===== src/rtl/router_mem_arbiter_pkg.sv =====
// Shared encodings for the router memory-port arbiter: FSM states and burst direction.
package router_mem_arbiter_pkg;

  typedef enum logic [1:0] {
    ST_IDLE  = 2'd0,
    ST_GRANT = 2'd1,
    ST_XFER  = 2'd2,
    ST_DONE  = 2'd3
  } state_e;

  typedef enum logic {
    OP_READ  = 1'b0,
    OP_WRITE = 1'b1
  } op_e;

endpackage


===== src/rtl/router_mem_arbiter_if.sv =====
// Controller-side request/grant bundle plus the buffer-RAM port driven by the arbiter.
interface router_mem_arbiter_if #(
  parameter int NUM_REQ    = 4,
  parameter int ADDR_WIDTH = 10
);
  localparam int IDX_W = $clog2(NUM_REQ);

  logic [NUM_REQ-1:0]            read_req;
  logic [NUM_REQ-1:0]            write_req;
  logic [NUM_REQ*ADDR_WIDTH-1:0] src_addr;
  logic [NUM_REQ*ADDR_WIDTH-1:0] dst_addr;
  logic [NUM_REQ-1:0]            read_gnt;
  logic [NUM_REQ-1:0]            write_gnt;
  logic                          mem_rd_en;
  logic                          mem_wr_en;
  logic [ADDR_WIDTH-1:0]         mem_addr;
  logic [IDX_W-1:0]              xfer_owner;
  logic                          xfer_busy;
  logic                          xfer_done;

  modport master (
    output read_req, write_req, src_addr, dst_addr,
    input  read_gnt, write_gnt, mem_rd_en, mem_wr_en, mem_addr,
           xfer_owner, xfer_busy, xfer_done
  );

  modport slave (
    input  read_req, write_req, src_addr, dst_addr,
    output read_gnt, write_gnt, mem_rd_en, mem_wr_en, mem_addr,
           xfer_owner, xfer_busy, xfer_done
  );

endinterface


===== src/rtl/router_mem_arbiter_rr_pick.sv =====
// Combinational round-robin picker: first set request at or after ptr_i, wrapping around.
module rr_pick #(
  parameter int NUM_REQ = 4,
  parameter int IDX_W   = $clog2(NUM_REQ)
) (
  input  logic [NUM_REQ-1:0] req_i,
  input  logic [IDX_W-1:0]   ptr_i,
  output logic               valid_o,
  output logic [IDX_W-1:0]   idx_o
);

  // Scan farthest-first so the candidate closest to ptr_i is the last one written.
  always_comb begin
    valid_o = 1'b0;
    idx_o   = '0;
    for (int k = NUM_REQ - 1; k >= 0; k--) begin
      if (req_i[(int'(ptr_i) + k) % NUM_REQ]) begin
        valid_o = 1'b1;
        idx_o   = IDX_W'((int'(ptr_i) + k) % NUM_REQ);
      end
    end
  end

endmodule


===== src/rtl/router_mem_arbiter.sv =====
// Shares the packet-buffer memory port: round-robin grant, then a fixed-length burst
// from the winner's base address. All outputs come straight from registers.
module router_mem_arbiter
  import router_mem_arbiter_pkg::*;
#(
  parameter int NUM_REQ       = 4,
  parameter int ADDR_WIDTH    = 10,
  parameter int NUMBER_PACKET = 19
) (
  input logic                 clk,
  input logic                 rst,
  router_mem_arbiter_if.slave bus
);

  localparam int IDX_W = $clog2(NUM_REQ);
  localparam int CNT_W = $clog2(NUMBER_PACKET + 1);
  localparam logic [CNT_W-1:0] LAST_BEAT = CNT_W'(NUMBER_PACKET - 1);

  state_e                state_q;
  op_e                   op_q;
  logic [IDX_W-1:0]      rr_ptr_q;
  logic [IDX_W-1:0]      owner_q;
  logic [CNT_W-1:0]      beat_q;
  logic [ADDR_WIDTH-1:0] base_q;
  logic [ADDR_WIDTH-1:0] addr_q;
  logic [NUM_REQ-1:0]    rd_gnt_q;
  logic [NUM_REQ-1:0]    wr_gnt_q;
  logic                  rd_en_q;
  logic                  wr_en_q;
  logic                  busy_q;
  logic                  done_q;

  logic                  pick_valid;
  logic [IDX_W-1:0]      pick_idx;
  logic [NUM_REQ-1:0]    pick_onehot;
  logic [ADDR_WIDTH-1:0] addr_d;
  logic [IDX_W-1:0]      rr_ptr_d;

  rr_pick #(
    .NUM_REQ (NUM_REQ),
    .IDX_W   (IDX_W)
  ) u_pick (
    .req_i   (bus.read_req | bus.write_req),
    .ptr_i   (rr_ptr_q),
    .valid_o (pick_valid),
    .idx_o   (pick_idx)
  );

  assign pick_onehot = {{(NUM_REQ-1){1'b0}}, 1'b1} << pick_idx;
  // Address arithmetic is left to wrap modulo 2^ADDR_WIDTH.
  assign addr_d      = base_q + ADDR_WIDTH'(beat_q + CNT_W'(1));
  assign rr_ptr_d    = (owner_q == IDX_W'(NUM_REQ - 1)) ? '0 : owner_q + IDX_W'(1);

  // Winner, direction and base are captured on the IDLE edge, so a request
  // dropped right after being sampled is still honoured in GRANT.
  always_ff @(posedge clk) begin
    if (rst) begin
      state_q  <= ST_IDLE;
      op_q     <= OP_READ;
      rr_ptr_q <= '0;
      owner_q  <= '0;
      beat_q   <= '0;
      base_q   <= '0;
      addr_q   <= '0;
      rd_gnt_q <= '0;
      wr_gnt_q <= '0;
      rd_en_q  <= 1'b0;
      wr_en_q  <= 1'b0;
      busy_q   <= 1'b0;
      done_q   <= 1'b0;
    end else begin
      rd_gnt_q <= '0;
      wr_gnt_q <= '0;
      done_q   <= 1'b0;
      case (state_q)
        ST_IDLE: begin
          if (pick_valid) begin
            owner_q <= pick_idx;
            busy_q  <= 1'b1;
            state_q <= ST_GRANT;
            if (bus.write_req[pick_idx]) begin
              op_q     <= OP_WRITE;
              wr_gnt_q <= pick_onehot;
              base_q   <= bus.dst_addr[int'(pick_idx)*ADDR_WIDTH +: ADDR_WIDTH];
            end else begin
              op_q     <= OP_READ;
              rd_gnt_q <= pick_onehot;
              base_q   <= bus.src_addr[int'(pick_idx)*ADDR_WIDTH +: ADDR_WIDTH];
            end
          end
        end
        ST_GRANT: begin
          beat_q  <= '0;
          addr_q  <= base_q;
          rd_en_q <= (op_q == OP_READ);
          wr_en_q <= (op_q == OP_WRITE);
          state_q <= ST_XFER;
        end
        ST_XFER: begin
          if (beat_q == LAST_BEAT) begin
            rd_en_q  <= 1'b0;
            wr_en_q  <= 1'b0;
            busy_q   <= 1'b0;
            done_q   <= 1'b1;
            rr_ptr_q <= rr_ptr_d;
            state_q  <= ST_DONE;
          end else begin
            beat_q <= beat_q + CNT_W'(1);
            addr_q <= addr_d;
          end
        end
        ST_DONE: begin
          state_q <= ST_IDLE;
        end
        default: begin
          state_q <= ST_IDLE;
        end
      endcase
    end
  end

  assign bus.read_gnt   = rd_gnt_q;
  assign bus.write_gnt  = wr_gnt_q;
  assign bus.mem_rd_en  = rd_en_q;
  assign bus.mem_wr_en  = wr_en_q;
  assign bus.mem_addr   = addr_q;
  assign bus.xfer_owner = owner_q;
  assign bus.xfer_busy  = busy_q;
  assign bus.xfer_done  = done_q;

endmodule


===== src/flat_wrapper.sv =====
// flat-port wrapper written by rule: the top's interface ports become plain ports
module router_mem_arbiter_flat import router_mem_arbiter_pkg::*;
#(
  parameter int NUM_REQ       = 4,
  parameter int ADDR_WIDTH    = 10,
  parameter int NUMBER_PACKET = 19
)
  (clk, rst, bus_read_req, bus_write_req, bus_src_addr, bus_dst_addr, bus_read_gnt, bus_write_gnt, bus_mem_rd_en, bus_mem_wr_en, bus_mem_addr, bus_xfer_owner, bus_xfer_busy, bus_xfer_done);
  router_mem_arbiter_if #(.NUM_REQ(NUM_REQ), .ADDR_WIDTH(ADDR_WIDTH)) bus_i ();
  input logic clk;
  input logic rst;
  input wire logic [$bits(bus_i.read_req)-1:0] bus_read_req;
  input wire logic [$bits(bus_i.write_req)-1:0] bus_write_req;
  input wire logic [$bits(bus_i.src_addr)-1:0] bus_src_addr;
  input wire logic [$bits(bus_i.dst_addr)-1:0] bus_dst_addr;
  output wire logic [$bits(bus_i.read_gnt)-1:0] bus_read_gnt;
  output wire logic [$bits(bus_i.write_gnt)-1:0] bus_write_gnt;
  output wire logic [$bits(bus_i.mem_rd_en)-1:0] bus_mem_rd_en;
  output wire logic [$bits(bus_i.mem_wr_en)-1:0] bus_mem_wr_en;
  output wire logic [$bits(bus_i.mem_addr)-1:0] bus_mem_addr;
  output wire logic [$bits(bus_i.xfer_owner)-1:0] bus_xfer_owner;
  output wire logic [$bits(bus_i.xfer_busy)-1:0] bus_xfer_busy;
  output wire logic [$bits(bus_i.xfer_done)-1:0] bus_xfer_done;
  assign bus_i.read_req = bus_read_req;
  assign bus_i.write_req = bus_write_req;
  assign bus_i.src_addr = bus_src_addr;
  assign bus_i.dst_addr = bus_dst_addr;
  assign bus_read_gnt = bus_i.read_gnt;
  assign bus_write_gnt = bus_i.write_gnt;
  assign bus_mem_rd_en = bus_i.mem_rd_en;
  assign bus_mem_wr_en = bus_i.mem_wr_en;
  assign bus_mem_addr = bus_i.mem_addr;
  assign bus_xfer_owner = bus_i.xfer_owner;
  assign bus_xfer_busy = bus_i.xfer_busy;
  assign bus_xfer_done = bus_i.xfer_done;
  router_mem_arbiter #(.NUM_REQ(NUM_REQ), .ADDR_WIDTH(ADDR_WIDTH), .NUMBER_PACKET(NUMBER_PACKET)) u_core (.clk(clk), .rst(rst), .bus(bus_i));
endmodule

===== config.mk =====
export PLATFORM = sky130hd
export DESIGN_NAME = router_mem_arbiter_flat
export DESIGN_NICKNAME = d
export VERILOG_FILES = /design/src/rtl/router_mem_arbiter_pkg.sv /design/src/rtl/router_mem_arbiter_if.sv /design/src/rtl/router_mem_arbiter_rr_pick.sv /design/src/rtl/router_mem_arbiter.sv /design/src/flat_wrapper.sv
export SDC_FILE = /design/constraint.sdc
export NUM_CORES = 1
export LEC_CHECK = 0
export ABC_AREA = 0
export CORE_MARGIN = 4
export CORE_UTILIZATION = 50
export CTS_BUF_LIST = sky130_fd_sc_hd__clkbuf_8
export DETAILED_ROUTE_END_ITERATION = 10
export PLACE_DENSITY = 0.92
export SYNTH_ARGS = -nofsm -noshare
export SYNTH_HDL_FRONTEND = slang
export SYNTH_SLANG_ARGS = --single-unit
export TNS_END_PERCENT = 10

===== constraint.sdc =====
create_clock -name clk -period 5.49 [get_ports clk]
set_input_delay 1.3725 -clock clk [delete_from_list [all_inputs] [get_ports clk]]
set_output_delay 1.3725 -clock clk [all_outputs]
set_load 0.02 [all_outputs]

Yosys cells after proc, flatten, opt, wreduce, memory -nomap -nowiden
Cells that the tools add are included. W data, S select, Z words.

Input port bits: 90. Register bits: 44. Output and inout port bits: 24. Word-level logic and storage cells: 98.

Magnitude comparators: 5. Reductions and logical operators: 15. Shift-type cells: 3. Bitwise operators: 9. Add/sub/neg operators: 7. $mul: 1. Muxes and demuxes: 37. Eq/ne operators: 8.

Operators with widths (count): $shiftx A40 B32 Y10 (2); $mux W10 (2); $pmux W10 S2 (1); $mux W1 (16); $mux W2 (7); $lt A3 B4 Y1 const B (3); $add A10 B10 Y10 (1); $bmux W1 S2 (5); $pmux W5 S2 (1); $reduce_and A2 Y1 (5); $pmux W2 S4 (1); $reduce_or A2 Y1 (4); $reduce_or A4 Y1 (2); $add A5 B1 Y6 const B (1); $eq A2 B2 Y1 const B (3); $lt A2 B3 Y1 const B (2); $pmux W1 S2 (3); $add A5 B1 Y5 const B (1); $eq A5 B5 Y1 const B (1); $mul A2 B3 Y5 const B (1); $mux W5 (1); $not A1 Y1 (5); $add A2 B1 Y2 const B (2); $add A2 B2 Y2 const B (2); 9 further kinds (13).

Longest topological paths before layout
Depth after elaboration: 14. Gate-level depth with buffers: 10. Mapped depth without buffers: 10.

Cells and area by module
Synthesis repeated with hierarchy kept, for this count alone.

Cell total of the unflattened synthesis: 281. Area total of the unflattened synthesis: 2666.3 sq um.

Modules (own cells, without submodules): router_mem_arbiter (instances 1, sequential area each 880.8 sq um, area each 2588.7 sq um, cells each 268); rr_pick (instances 1, sequential area each 0.0 sq um, area each 77.6 sq um, cells each 13).

Worst setup path before layout
No wires, ideal clock.

Path kind: input to register. Start point: input bus_write_req[1]. End point: register u_core.base_q[4]. Setup time: 120 ps. Data required time: 5370 ps. Arrival time: 2930 ps. Cell stages on the path: 6. Buffers on the path: 0. Path slack: 2440 ps. Cells stage by stage: or2_4 > or3_1 > a32o_1 > o22ai_2 > nor3_1 > o31a_1.

Longest elaborated chain between the ends: 11. Elaborated cells between the ends (all ways): 27. Classes of those cells: mul: 1; shift: 2; mux: 22; bitwise: 1; reduce/logical: 1.

Ends and longest elaborated chain: start: declaration (line flat_wrapper.sv:13) `input wire logic [$bits(bus_i.write_req)-1:0] bus_write_req;`; $or A4 B4 Y4 (line router_mem_arbiter.sv:43) `.req_i (bus.read_req | bus.write_req),`; $bmux W1 S2 (line router_mem_arbiter_rr_pick.sv:17) `if (req_i[(int'(ptr_i) + k) % NUM_REQ]) begin`; $mux W1 (not written as such) (2 in series) (line router_mem_arbiter_rr_pick.sv:17); $mux W2 (4 in series) (line router_mem_arbiter_rr_pick.sv:17); $mul A2 B3 Y5 or $bmux W1 S2 (tied branches) (line router_mem_arbiter.sv:84, router_mem_arbiter.sv:88, router_mem_arbiter.sv:81); $shiftx A40 B32 Y10, or another cell as far along (line router_mem_arbiter.sv:88) `base_q <= bus.src_addr[int'(pick_idx)*ADDR_WIDTH +: ADDR_WIDTH];`; $mux W10 (line router_mem_arbiter.sv:81) `if (bus.write_req[pick_idx]) begin`; end signal: assignment (line router_mem_arbiter.sv:84) `base_q <= bus.dst_addr[int'(pick_idx)*ADDR_WIDTH +: ADDR_WIDTH];`; end signal: assignment (line router_mem_arbiter.sv:88); end: declaration (line router_mem_arbiter.sv:24) `logic [ADDR_WIDTH-1:0] base_q;`.

Several ways; a longest one is shown, not always the timed one. The select of a mux whose other input is x is not followed. A chain may end at the register's enable or synchronous reset.

Worst setup path in the final report
Start point: input bus_write_req[1]. End point: register u_core.base_q[1].

Same word-level chain as after synthesis.

==> results <==
- The flow ran to the end, and the final reports show no timing, DRC or antenna violations.
- Summed over all layers, the global routing overflow is 0.
- The number of distinct library cells after synthesis is 55.
- The post-synthesis instance area is 0.00306 sq mm.
- In the synthesized netlist the dominant register cell turns out to be sky130_fd_sc_hd__dfxtp_1.
- The placed wire-length estimate after detailed placement is 6940 um.
- The total number of yosys warnings is 0.
- For this run, the share of the core covered by cells in the final layout is 0.724.
- For the worst-skew pair, the clock arrives at the later sink with an insertion delay of 0.30 ns.
- The chip width is 86.3 um.
- The clock period minus final worst setup slack is 3.80 ns.
- The analysis attributes to cell leakage a power of 1.68 nW.
- Routability-driven placement finished with a final weighted congestion of 0.944.
- The first routing iteration left 181 violations.
- In the finished design, the share of the clock period the worst path needs comes to 0.691.
- The number of antenna violations at the first check in global routing is 0.
- The tool flagged a number of max-cap violations equal to 0.
- The instance count along the most critical hold path is 2.
- In the global route stage, overall resource usage came out at 0.240.
- The net count of the mapped netlist is 499.
- The die covers 0.00744 sq mm.
- The synthesized design contains 44 register bits.
- The placed instances occupy a cell area of 0.00419 sq mm.
- The critical path is of the in2reg type.
- The relative slew slack is 0.465.
- The hold violation count in the final report is 0.
- For this run, the top clock speed supported by timing is 263 MHz.
- Setup violations remaining at the end of the flow were counted as 0.
- For this configuration, the core starts out at a cell density of 0.517.
- The number of enable flip-flop cells after synthesis is 0.
- The cell row count is 28.
- The total routed wirelength is 9020 um.
- The number of hold buffers added after CTS is 0.
- The wire length of the first global-routing pass is 14700 um.
- The library cell used most frequently in the layout, excluding fill and tap cells, is sky130_fd_sc_hd__clkdlybuf4s50_1.
- The total number of nets in the final design is 594.
- From synthesis to final layout, the design area changed by 40.1%.
- The number of CTS-inserted buffers is 5.
- The final route contains 3346 vias.
- The die is 86.3 um tall.
- The largest net degree at the start of global routing is 46.
- The final-report max-slew violation count is 0.
- At the pin with the least slew margin, the transition time is 0.799 ns.
- STA puts the critical path data required time at 5.68 ns.
- 0 antenna diodes ended up in the layout.
- The via count of the first global-routing pass was 3192.
- The depth of the worst register-to-register path is 10.
- The final routed DRC violation total is 0.
- After routing the design area is 0.00429 sq mm.
- In the final routed layout, each cell accounts on average for 16.0 um.
- The clock-pin slew of the registers on the worst-case setup and hold paths is 0.08 ns.
- Counting along the longest clock path gives a buffer depth of 2.
- The category of the worst setup path capture point is a flip-flop.
- The CTS root buffer is sky130_fd_sc_hd__clkbuf_8.
- The path type of the worst min-delay path is reg2reg.
- The fraction of final layout cells sized beyond drive strength 1 is 0.0510.
- Port buffering added 113 buffers.
- The core footprint is 0.00592 sq mm.
- The average instance in the mapped netlist occupies 7.75 sq um.
- The largest fanout of any net on the critical path is 45.
- The launching element type of the critical path is a primary input.
- TritonCTS built the clock tree.
- The count of instances resized after the clock tree is built is 0.
- The total I/O pin count is 114.
- The number of buffers inserted by post-CTS setup repair is 0.
- IR analysis of the VDD net gives a maximum drop of 0.281 mV.
- Setup repair after global routing left no endpoint under its margin.
- The total negative slack is 0 ns.
- Synthesis handed over a netlist of 395 instances.
- The via density per instance is 5.92.
- The total number of H-tree levels is 2.
- Power spread over the standard cell area amounts to 306 mW/mm^2.
- STA puts the critical path data arrival time at 3.98 ns.
- The final clock skew is 0.00296 ns.
- The first TritonRoute pass finished after 4 iterations.
- The share of synthesized area occupied by flip-flops and latches is 0.288.
- The remaining number of nets flagged by the antenna check after routing is 0.
- Counting every sink on the clock net gives 44.
- Leaving out fill and tap cells, the most frequent cells in the layout are 113 x sky130_fd_sc_hd__clkdlybuf4s50_1, 46 x sky130_fd_sc_hd__nor2_1, 44 x sky130_fd_sc_hd__dfxtp_1, 36 x sky130_fd_sc_hd__and3_1, 36 x sky130_fd_sc_hd__a211oi_1.
- The async set or reset register ratio after synthesis is 0.
==> synthesized netlist by cell type (4+ instances only) <==
cell / count / area [sq um]
sky130_fd_sc_hd__nor2_1: 46 / 173
sky130_fd_sc_hd__o211ai_1: 5 / 37.5
sky130_fd_sc_hd__a211oi_1: 36 / 270
sky130_fd_sc_hd__o31a_1: 11 / 96.3
sky130_fd_sc_hd__nand2_1: 33 / 124
sky130_fd_sc_hd__o21ai_0: 8 / 40.0
sky130_fd_sc_hd__o21a_1: 5 / 37.5
sky130_fd_sc_hd__nor3_1: 21 / 105
sky130_fd_sc_hd__nand3_1: 17 / 85.1
sky130_fd_sc_hd__and3_1: 36 / 225
sky130_fd_sc_hd__nand3b_1: 4 / 30.0
sky130_fd_sc_hd__a311oi_2: 4 / 60.1
sky130_fd_sc_hd__buf_2: 4 / 20.0
sky130_fd_sc_hd__clkbuf_1: 22 / 82.6
sky130_fd_sc_hd__inv_1: 9 / 33.8
sky130_fd_sc_hd__a21oi_1: 19 / 95.1
sky130_fd_sc_hd__dfxtp_1: 44 / 881
sky130_fd_sc_hd__ha_1: 13 / 163
sky130_fd_sc_hd__a311oi_1: 8 / 70.1
==> stage by stage <==
| stage | setup slack, ns | hold WS, ns | std cells | power [mW] |
|---|---|---|---|---|
| finish | 1.69 | 0.464 | 565 | 1.31 |
| CTS | 1.75 | 0.469 | 565 | 1.31 |
| floorplan | 2.44 | 0.450 | 395 | 0.859 |
| global placement | 1.48 | 0.438 | 558 | 1.07 |
| detailed placement | 1.45 | 0.457 | 558 | 1.10 |
| global route | 1.54 | 0.485 | 565 | 1.40 |
==> report_power, final <==
part	leakage [nW]	internal [mW]	switching, mW
registers	0.361	0.401	0.0623
logic	1.27	0.279	0.350
clock network	0.0503	0.112	0.106
==> area by class of cell <==
class,instances,area (sq um)
fillers,450,1630
inverters,10,37.5
flip-flops and latches,44,881
multi-input cells,312,2020
well taps,75,93.8
repair buffers,117,1160
clock buffers,7,96.3
==> cells by family after synthesis <==
group,Yosys count,share of synthesized area
simple gates,178,0.293
mux,2,0.00695
flops,44,0.288
xor+xnor,4,0.0114
fa+ha+maj,14,0.0597
buf+inv,39,0.0548
compound gates,114,0.287
==> routing by layer <==
layer,track usage,part of all wire,vias up
met5,0,0,-
met4,0.0680,0.018,0
met3,0.0532,0.079,15
met2,0.395,0.46,136
met1,0.316,0.44,1539
li1,-,-,1656
==> path summary, 6_finish.rpt <==
path | startpoint | end | slack, ns
setup / recovery | bus_write_req[1] | u_core.base_q[1] | 1.69
hold / removal | u_core.bus.mem_addr[1] | u_core.bus.mem_addr[1] | 0.46
setup reg to reg | u_core.beat_q[0] | u_core.bus.mem_addr[7] | 2.89
hold reg to reg | u_core.bus.mem_addr[1] | u_core.bus.mem_addr[1] | 0.46
==> critical path, cell delays in order <==
cell and delay (ns):
sky130_fd_sc_hd__clkdlybuf4s50_1 0.49, sky130_fd_sc_hd__or2_4 0.31, sky130_fd_sc_hd__o311ai_4 0.26, sky130_fd_sc_hd__buf_4 0.39, sky130_fd_sc_hd__nand2_4 0.34, sky130_fd_sc_hd__a211oi_1 0.48
sky130_fd_sc_hd__a311oi_2 0.06, sky130_fd_sc_hd__o31a_1 0.26
==> sequential cells by signal (all words and copies together), names as in the netlist <==
name	flops
u_core.beat_q	5
u_core.bus.write_gnt	4
u_core.bus.xfer_busy	1
u_core.op_q	1
u_core.bus.mem_addr	10
u_core.bus.mem_rd_en	1
u_core.bus.read_gnt	4
u_core.base_q	10
u_core.bus.mem_wr_en	1
u_core.bus.xfer_owner	2
u_core.bus.xfer_done	1
u_core.rr_ptr_q	2
u_core.state_q	2
(Power assumes the default switching activity.)
